--- src/rtl/fetch_buffer.sv ---
// Instruction-fetch front end for a one-cycle-latency BRAM: sequential prefetch into a
// small queue, with bypass of the arriving word, decode stalls and execute redirects.
module fetch_buffer #(
    parameter logic [31:0] RESET_PC = 32'h0000_0000,
    parameter int          DEPTH    = 2,
    parameter logic [31:0] NOP      = 32'h0000_0013
) (
    input  logic        clk,
    input  logic        reset,
    input  logic        stall,
    input  logic        redirect,
    input  logic [31:0] redirect_pc,
    output logic        imem_en,
    output logic [31:0] imem_addr,
    input  logic [31:0] imem_rdata,
    output logic        valid_f,
    output logic [31:0] instr_f,
    output logic [31:0] pc_f,
    output logic [31:0] pcplus4_f
);

    localparam int PW = $clog2(DEPTH);
    localparam int CW = PW + 1;

    logic [31:0]   q_pc    [DEPTH];
    logic [31:0]   q_instr [DEPTH];
    logic [PW-1:0] rd_ptr;
    logic [PW-1:0] wr_ptr;
    logic [CW-1:0] count;
    logic [31:0]   fpc;
    logic [31:0]   req_pc;
    logic          inflight;
    logic          kill;

    logic          resp;
    logic          queued;
    logic          bypass;
    logic          pop;
    logic          q_write;
    logic          q_read;
    logic [CW:0]   occupancy;
    logic [31:0]   head_pc;
    logic [31:0]   head_instr;

    // NOTE: every signal driven here gets a value on every path, so no latches are inferred.
    always_comb begin
        resp      = inflight & ~kill;
        queued    = (count != '0);
        bypass    = ~queued & resp;
        valid_f   = ~reset & (queued | resp);
        head_pc    = queued ? q_pc[rd_ptr]    : req_pc;
        head_instr = queued ? q_instr[rd_ptr] : imem_rdata;

        pop       = valid_f & ~stall & ~redirect;
        q_write   = resp & ~redirect & ~(bypass & pop);
        q_read    = pop & queued;

        // Issue only if the answer is guaranteed a slot once this cycle's pop is taken.
        occupancy = {1'b0, count} + (CW+1)'(inflight);
        imem_en   = ~reset & ~redirect & (occupancy < (CW+1)'(DEPTH) + (CW+1)'(pop));
        imem_addr = fpc;

        instr_f   = valid_f ? head_instr : NOP;
        pc_f      = valid_f ? head_pc    : 32'h0;
        pcplus4_f = pc_f + 32'd4;
    end

    // NOTE: queue storage is not reset; count and pointers alone decide what is valid.
    always_ff @(posedge clk) begin
        if (q_write) begin
            q_pc[wr_ptr]    <= req_pc;
            q_instr[wr_ptr] <= imem_rdata;
        end
    end

    // NOTE: all state updates use non-blocking assignments so every register sees pre-edge values.
    always_ff @(posedge clk) begin
        if (reset) begin
            fpc      <= RESET_PC;
            req_pc   <= RESET_PC;
            inflight <= 1'b0;
            kill     <= 1'b0;
            count    <= '0;
            rd_ptr   <= '0;
            wr_ptr   <= '0;
        end else if (redirect) begin
            // Flush everything; the response already due is dropped by kill.
            fpc      <= redirect_pc & ~32'h3;
            inflight <= 1'b0;
            kill     <= inflight;
            count    <= '0;
            rd_ptr   <= '0;
            wr_ptr   <= '0;
        end else begin
            kill     <= 1'b0;
            inflight <= imem_en;
            if (imem_en) begin
                req_pc <= fpc;
                fpc    <= fpc + 32'd4;
            end
            if (q_write) wr_ptr <= wr_ptr + PW'(1);
            if (q_read)  rd_ptr <= rd_ptr + PW'(1);
            count <= count + CW'(q_write) - CW'(q_read);
        end
    end

endmodule

--- config.mk ---
export PLATFORM = sky130hd
export DESIGN_NAME = fetch_buffer
export DESIGN_NICKNAME = d
export VERILOG_FILES = /design/src/rtl/fetch_buffer.sv
export SDC_FILE = /design/constraint.sdc
export NUM_CORES = 1
export LEC_CHECK = 0
export ABC_AREA = 1
export CAP_MARGIN = 15
export CORE_AREA = 3 3 188 190
export CTS_CLUSTER_SIZE = 28
export DETAILED_ROUTE_END_ITERATION = 8
export DIE_AREA = 0 0 191 193
export GPL_TIMING_DRIVEN = 1
export PLACE_DENSITY_LB_ADDON = 0.2
export SYNTH_ARGS = -nofsm -noshare
export SYNTH_HDL_FRONTEND = slang
export SYNTH_SLANG_ARGS = --single-unit
--- constraint.sdc ---
create_clock -name clk -period 5.61 [get_ports clk]
set_clock_uncertainty 0.15 [all_clocks]
set_input_delay 1.122 -clock clk [delete_from_list [all_inputs] [get_ports clk]]
set_output_delay 1.122 -clock clk [all_outputs]
set_load 0.02 [all_outputs]
==> results.txt, run 1 <==
Seq. cell area - 5070 sq um
CTS tree - yes
Initial antenna violation count - 0
Post-Syn Area - 10,100 sq um
Combinational fraction of design power - 0.116
RD Place Congestion - 0.866
Drt total wl - 29,900 um
Pre-CTS setup slack - 0.383 ns
N_diodes - 0
DR pass1 iterations - 5
Gr usage total - 0.161
Nets - 1,506
Status - complete, no violations
Critical path required time - 4.34 ns
DR vias/cell - 4.64
Routed vias - 8,789
RSZ-0062 raised after global routing - false
Final worst slack - 0.408 ns
Pins Over Slew Limit - 0
Hold Violations, Final - 0
Starting Density - 0.299
Worst Path Arrival - 3.93 ns
Routed length per placed instance - 15.8 um
Non-filler cells, final - 1,893
Static leakage - 4.87 nW
Synth Register Bits - 191
Hold path depth - 0
Reg2reg path depth - 9
Synthesis-to-finish area growth - 27.9%
Detailed Route Iter0 Violations - 717
DP HPWL - 21,000 um
Via count of the first global-routing pass - 8,305
Startpoint types - primary input
Cts hold-fix bufs - 0
Synth warn - 0
Max-Cap Viols - 0
Port buffer count - 189
Crit-path cells - clkdlybuf4s50_1, inv_2, nand2_4, nor2_1, ha_1, nand3_1, nor2_2, nand3_1, xor2_1, clkdlybuf4s50_1
Worst-Skew Late Latency - 0.43 ns
Fin crit share - 0.927
Netlist cell types - 34
CORE AREA - 33,600 sq um
Gates resized, CTS repair - 0
Clk slew on worst S/H paths - 0.07 ns
Largest net degree at the start of global routing - 85
Post-DRT Antenna Nets - 0
DIE HEIGHT - 193 um
Root buffer cell - clkbuf_16
Row cnt - 67
PD cells - 243 nW/um^2
Peak VDD IR - 0.208 mV
Async SR Flop Fraction - 0
Filler cells - 3,432
CP max stage cell - clkdlybuf4s50_1
DRC - 0
Num CTS Buffers - 17
Placed cells - 1,861
CP peak stage delay - 0.65 ns
EDFF count, synth - 124
Fraction of layout cells with a size suffix above 1 - 0.0664
Minimum clock period - 5.20 ns
I/O pins - 198
Clock sink total - 191
Clock group share of total power - 0.374
Reg power frac - 0.509
Int Pwr - 0.00228 W
Setup TNS Final - 0 ns
CP endpoint kind - primary output
Main flop type after synthesis - edfxtp_1
Area of the multi-input gates - 4330 sq um
Synthesized instance count - 1,269
CP Class - primary input to primary output
Crit Path Max Fanout - 7
Maximum clock rate - 192 MHz
Setup violations, final - 0
Util after Layout - 0.383
Switching Fraction - 0.269
Die area - 36,900 sq um
Post-Syn Area per Cell - 7.93 sq um
GRT Residual Overflow - 0
Setup Fix Bufs, Post-CTS - 0
Number of H-tree levels - 4
Worst slew margin - 0.391
Hold Crit Class - flip-flop to flip-flop
Least-Margin Pin Slew - 0.913 ns
Sequential area share after synthesis - 0.503
Clock buffer depth - 2
Tot Pwr - 0.00312 W
Die Wd - 191 um
Global-route wire length before repair - 46,800 um
Sw Pwr - 0.000838 W
## worst max-delay path: cells and delay by family
kind	cells	cell delay (ns)
fa+ha+maj	1	0.27
xor+xnor	1	0.22
buf+inv	3	1.20
simple gates	5	1.11
## logic make-up after synthesis
logic type               synth area share
AND/OR/NAND/NOR                     0.308
flip-flops                          0.503
AO/OA/AOI/OAI                      0.0848
buffers and inverters              0.0698
XOR/XNOR                           0.0261
adder cells (fa/ha/maj)           0.00746
other                            0.000373
## final cells by class
| type | instances | share of cell area |
|---|---|---|
| clock buffer | 17 | 0.0331 |
| clock inverter | 15 | 0.0112 |
| inverter | 87 | 0.0256 |
| multi-input combinational | 930 | 0.337 |
| sequential | 191 | 0.394 |
| tap | 448 | 0.0436 |
| timing repair buffer | 205 | 0.156 |
## cell usage after synthesis (all sizes together) (4+ instances only)
master	count	area, sq um
xor2	19	166
nor2	147	721
xnor2	11	96.3
a31oi	32	200
nand2	474	1820
a21oi	44	224
edfxtp	124	3720
dfxtp	67	1340
inv	87	329
ha	6	75.1
nand3b	9	67.6
nor3	4	20.0
buf	40	275
o21ai	85	429
nand3	86	430
clkbuf	26	97.6
## per-stage QoR
step | hold slack [ns] | area (sq um)
3_5_place_dp | 0.286 | 12300
5_1_grt | 0.314 | 12900
6_report | 0.302 | 12900
3_3_place_gp | 0.277 | 12300
4_1_cts | 0.301 | 12900
2_1_floorplan | 0.275 | 10100
## flip-flops by register name (all words and copies together) (netlist names), named ones only
name,flops
q_pc,60
req_pc,30
kill,1
q_instr,64
count,2
wr_ptr,1
imem_addr,30
rd_ptr,1
inflight,1
## path summary, 6_finish.rpt
kind / start / to / slack (ns)
setup / recovery: reset / pcplus4_f[16] / 0.41
hold reg to reg: req_pc[14]$_SDFFE_PP0P_ / q_pc[1][14]$_DFFE_PP_ / 0.30
setup reg to reg: count[1]$_SDFF_PP0_ / imem_addr[20]$_SDFFE_PP0P_ / 2.82
hold / removal: req_pc[14]$_SDFFE_PP0P_ / q_pc[1][14]$_DFFE_PP_ / 0.30
## cell usage in the layout (no fill, tap or decap), types with 4 or more instances in the layout
master	instances
clkbuf_16	17
nor3_1	4
dfxtp_1	66
nor2_2	12
clkdlybuf4s50_1	189
buf_4	16
nor2_1	118
inv_1	82
nand3b_1	9
o21ai_0	83
nor2_4	14
ha_1	6
edfxtp_1	124
nand2_1	464
a31oi_1	32
nand2_2	7
a21oi_1	43
xor2_1	19
xnor2_1	11
conb_1	6
nand3_1	86
inv_2	4
inv_6	6
## power by group through the flow
| stage | sequential [W] | clock (W) | combinational [W] |
|---|---|---|---|
| CTS | 0.00159 | 0.00120 | 0.000367 |
| finish | 0.00159 | 0.00117 | 0.000363 |
| global route | 0.00160 | 0.00126 | 0.000400 |
| floorplan | 0.00162 | 0 | 0.000187 |
| global placement | 0.00162 | 0 | 0.000362 |
| detailed placement | 0.00162 | 0 | 0.000364 |
## per-layer routing
| metal | vias to the layer above | GRT usage | wire, um |
|---|---|---|---|
| met4 | 0 | 0.0260 | 165 |
| met3 | 10 | 0.0298 | 1610 |
| met5 | - | 0 | 0 |
| met1 | 4078 | 0.240 | 15000 |
| met2 | 250 | 0.247 | 13100 |
| li1 | 4451 | - | - |
(Power assumes the default switching activity.)
==> run 2: changes to the inputs <==
--- a/config.mk
+++ b/config.mk
@@ -11,6 +11,7 @@
 export CTS_CLUSTER_SIZE = 28
 export DETAILED_ROUTE_END_ITERATION = 8
 export DIE_AREA = 0 0 191 193
+export DONT_BUFFER_PORTS = 1
 export GPL_TIMING_DRIVEN = 1
 export PLACE_DENSITY_LB_ADDON = 0.2
 export SYNTH_ARGS = -nofsm -noshare
==> results.txt, run 2 (synthesized netlist as in run 1, its figures left out) <==
Status - complete, no violations (unchanged)
Setup TNS Final - 0 ns (unchanged)
Clock buffer depth - 2 (unchanged)
Reg2reg path depth - 6 (was 9)
Drt total wl - 29,400 um (was 29,900 um)
Row cnt - 67 (unchanged)
Setup Fix Bufs, Post-CTS - 0 (unchanged)
Fraction of layout cells with a size suffix above 1 - 0.0831 (was 0.0664)
Post-DRT Antenna Nets - 0 (unchanged)
Worst Path Arrival - 3.46 ns (was 3.93 ns)
Die area - 36,900 sq um (unchanged)
Routed length per placed instance - 17.1 um (was 15.8 um)
Nets - 1,325 (was 1,506)
CTS tree - yes (unchanged)
CP Class - flip-flop to primary output (was primary input to primary output)
Tot Pwr - 0.00305 W (was 0.00312 W)
Peak VDD IR - 0.222 mV (was 0.208 mV)
Cts hold-fix bufs - 0 (unchanged)
Hold path depth - 0 (unchanged)
Max reg flops - 64 (unchanged)
Critical path required time - 4.34 ns (about the same)
CORE AREA - 33,600 sq um (unchanged)
Num CTS Buffers - 17 (unchanged)
Commonest non-fill, non-tap cell in the layout - nand2_1 (unchanged)
GRT Residual Overflow - 0 (unchanged)
Fin crit share - 0.843 (was 0.927)
Biggest regs - q_instr x64, q_pc x60 (unchanged)
Setup violations, final - 0 (unchanged)
Area of the multi-input gates - 4330 sq um (unchanged)
Hold Crit Class - flip-flop to flip-flop (unchanged)
Crit Path Max Fanout - 63 (was 7)
I/O pins - 198 (unchanged)
DR vias/cell - 4.68 (was 4.64)
Global-route wire length before repair - 44,900 um (was 46,800 um)
RSZ-0062 raised after global routing - false (unchanged)
Routed vias - 8,022 (was 8,789)
DP HPWL - 20,400 um (was 21,000 um)
Static leakage - 4.23 nW (was 4.87 nW)
Startpoint types - flip-flop (was primary input)
Crit Reg-Reg Startpoint - count[1]$_SDFF_PP0_ (unchanged)
Worst-Skew Late Latency - 0.43 ns (about the same)
CP endpoint kind - primary output (unchanged)
Root buffer cell - clkbuf_16 (unchanged)
DRC - 0 (unchanged)
Pre-CTS setup slack - 1.18 ns (was 0.383 ns)
Least-Margin Pin Slew - 0.952 ns (was 0.913 ns)
Most frequent cells in the layout - nand2_1, edfxtp_1, nor2_1 (was nand2_1, clkdlybuf4s50_1, edfxtp_1)
Placed cells - 1,680 (was 1,861)
DIE HEIGHT - 193 um (unchanged)
Clk slew on worst S/H paths - 0.07 ns (about the same)
Number of H-tree levels - 4 (unchanged)
Synthesis-to-finish area growth - 9.87% (was 27.9%)
Gr usage total - 0.159 (was 0.161)
Pins Over Slew Limit - 0 (unchanged)
Via count of the first global-routing pass - 7,535 (was 8,305)
Gates resized, CTS repair - 0 (unchanged)
R2R Path End - q_pc[1][25]$_DFFE_PP_ (was imem_addr[20]$_SDFFE_PP0P_)
Minimum clock period - 4.73 ns (was 5.20 ns)
Maximum clock rate - 211 MHz (was 192 MHz)
RD Place Congestion - 0.851 (was 0.866)
DR pass1 iterations - 5 (unchanged)
Final worst slack - 0.879 ns (was 0.408 ns)
Seq. cell area - 5070 sq um (unchanged)
Starting Density - 0.299 (unchanged)
Hold Violations, Final - 0 (unchanged)
Port buffer count - 0 (was 189)
Worst slew margin - 0.365 (was 0.391)
Largest Register - q_instr (unchanged)
Setup slack, reg-to-reg - 2.78 ns (was 2.82 ns)
PD cells - 276 nW/um^2 (was 243 nW/um^2)
Initial antenna violation count - 1 (was 0)
Hold Path End - q_pc[0][3]$_DFFE_PP_ (was q_pc[1][14]$_DFFE_PP_)
Clock sink total - 191 (unchanged)
Detailed Route Iter0 Violations - 497 (was 717)
Die Wd - 191 um (unchanged)
Max-Cap Viols - 0 (unchanged)
Filler cells - 3,608 (was 3,432)
Non-filler cells, final - 1,713 (was 1,893)
HP Start - req_pc[3]$_SDFFE_PP0P_ (was req_pc[14]$_SDFFE_PP0P_)
Largest net degree at the start of global routing - 85 (unchanged)
-- run 2: area by class of cell --
| cell class | instances | share of cell area |
|---|---|---|
| Antenna cell | 1 | 0.000226 |
| Clock buffer | 17 | 0.0385 |
| Clock inverter | 15 | 0.0134 |
| Inverter | 87 | 0.0298 |
| Multi-Input combinational cell | 930 | 0.392 |
| Sequential cell | 191 | 0.458 |
| Tap cell | 448 | 0.0507 |
| Timing Repair Buffer | 24 | 0.0174 |
-- run 2: critical path: stages, from the launching register on --
cell	delay, ns
dfxtp_2	0.43
inv_4	0.57
nand2_1	0.11
nand3_1	0.11
nand2_1	0.12
nor2_4	0.24
ha_1	0.29
nand3_1	0.25
nor2_2	0.33
nand3_1	0.13
xor2_1	0.22
buf_4	0.18
-- run 2: per-layer routing --
metal,global-route usage,vias up,wire [um]
met1,0.232,3686,14500
li1,-,4085,-
met3,0.0421,12,2200
met5,0,-,0
met2,0.235,239,12500
met4,0.0358,0,193
-- run 2: worst max-delay path by stage --
stage	start	slack [ns]	endpoint
5_1_grt	flip-flop	0.58	pcplus4_f[16]
2_1_floorplan	reset	0.69	q_instr[1][0]$_DFFE_PP_
4_1_cts	flip-flop	0.80	pcplus4_f[16]
3_5_place_dp	reset	1.18	pcplus4_f[16]
6_report	flip-flop	0.88	pcplus4_f[16]
3_3_place_gp	reset	1.21	pcplus4_f[16]
-- run 2: report_power, final --
| group | internal [W] | switching [W] |
|---|---|---|
| Sequential | 0.00154 | 0.0000712 |
| Combinational | 0.0000613 | 0.000168 |
| Clock | 0.000627 | 0.000581 |
| Total | 0.00223 | 0.000820 |
-- run 2: stage by stage --
stage / instance area, sq um / util / hold slack (ns)
6_report: 11100 / 0.329 / 0.296
5_1_grt: 11100 / 0.329 / 0.320
4_1_cts: 11100 / 0.329 / 0.300
3_5_place_dp: 10500 / 0.312 / 0.286
3_3_place_gp: 10500 / 0.312 / 0.278
2_1_floorplan: 10100 / - / 0.275
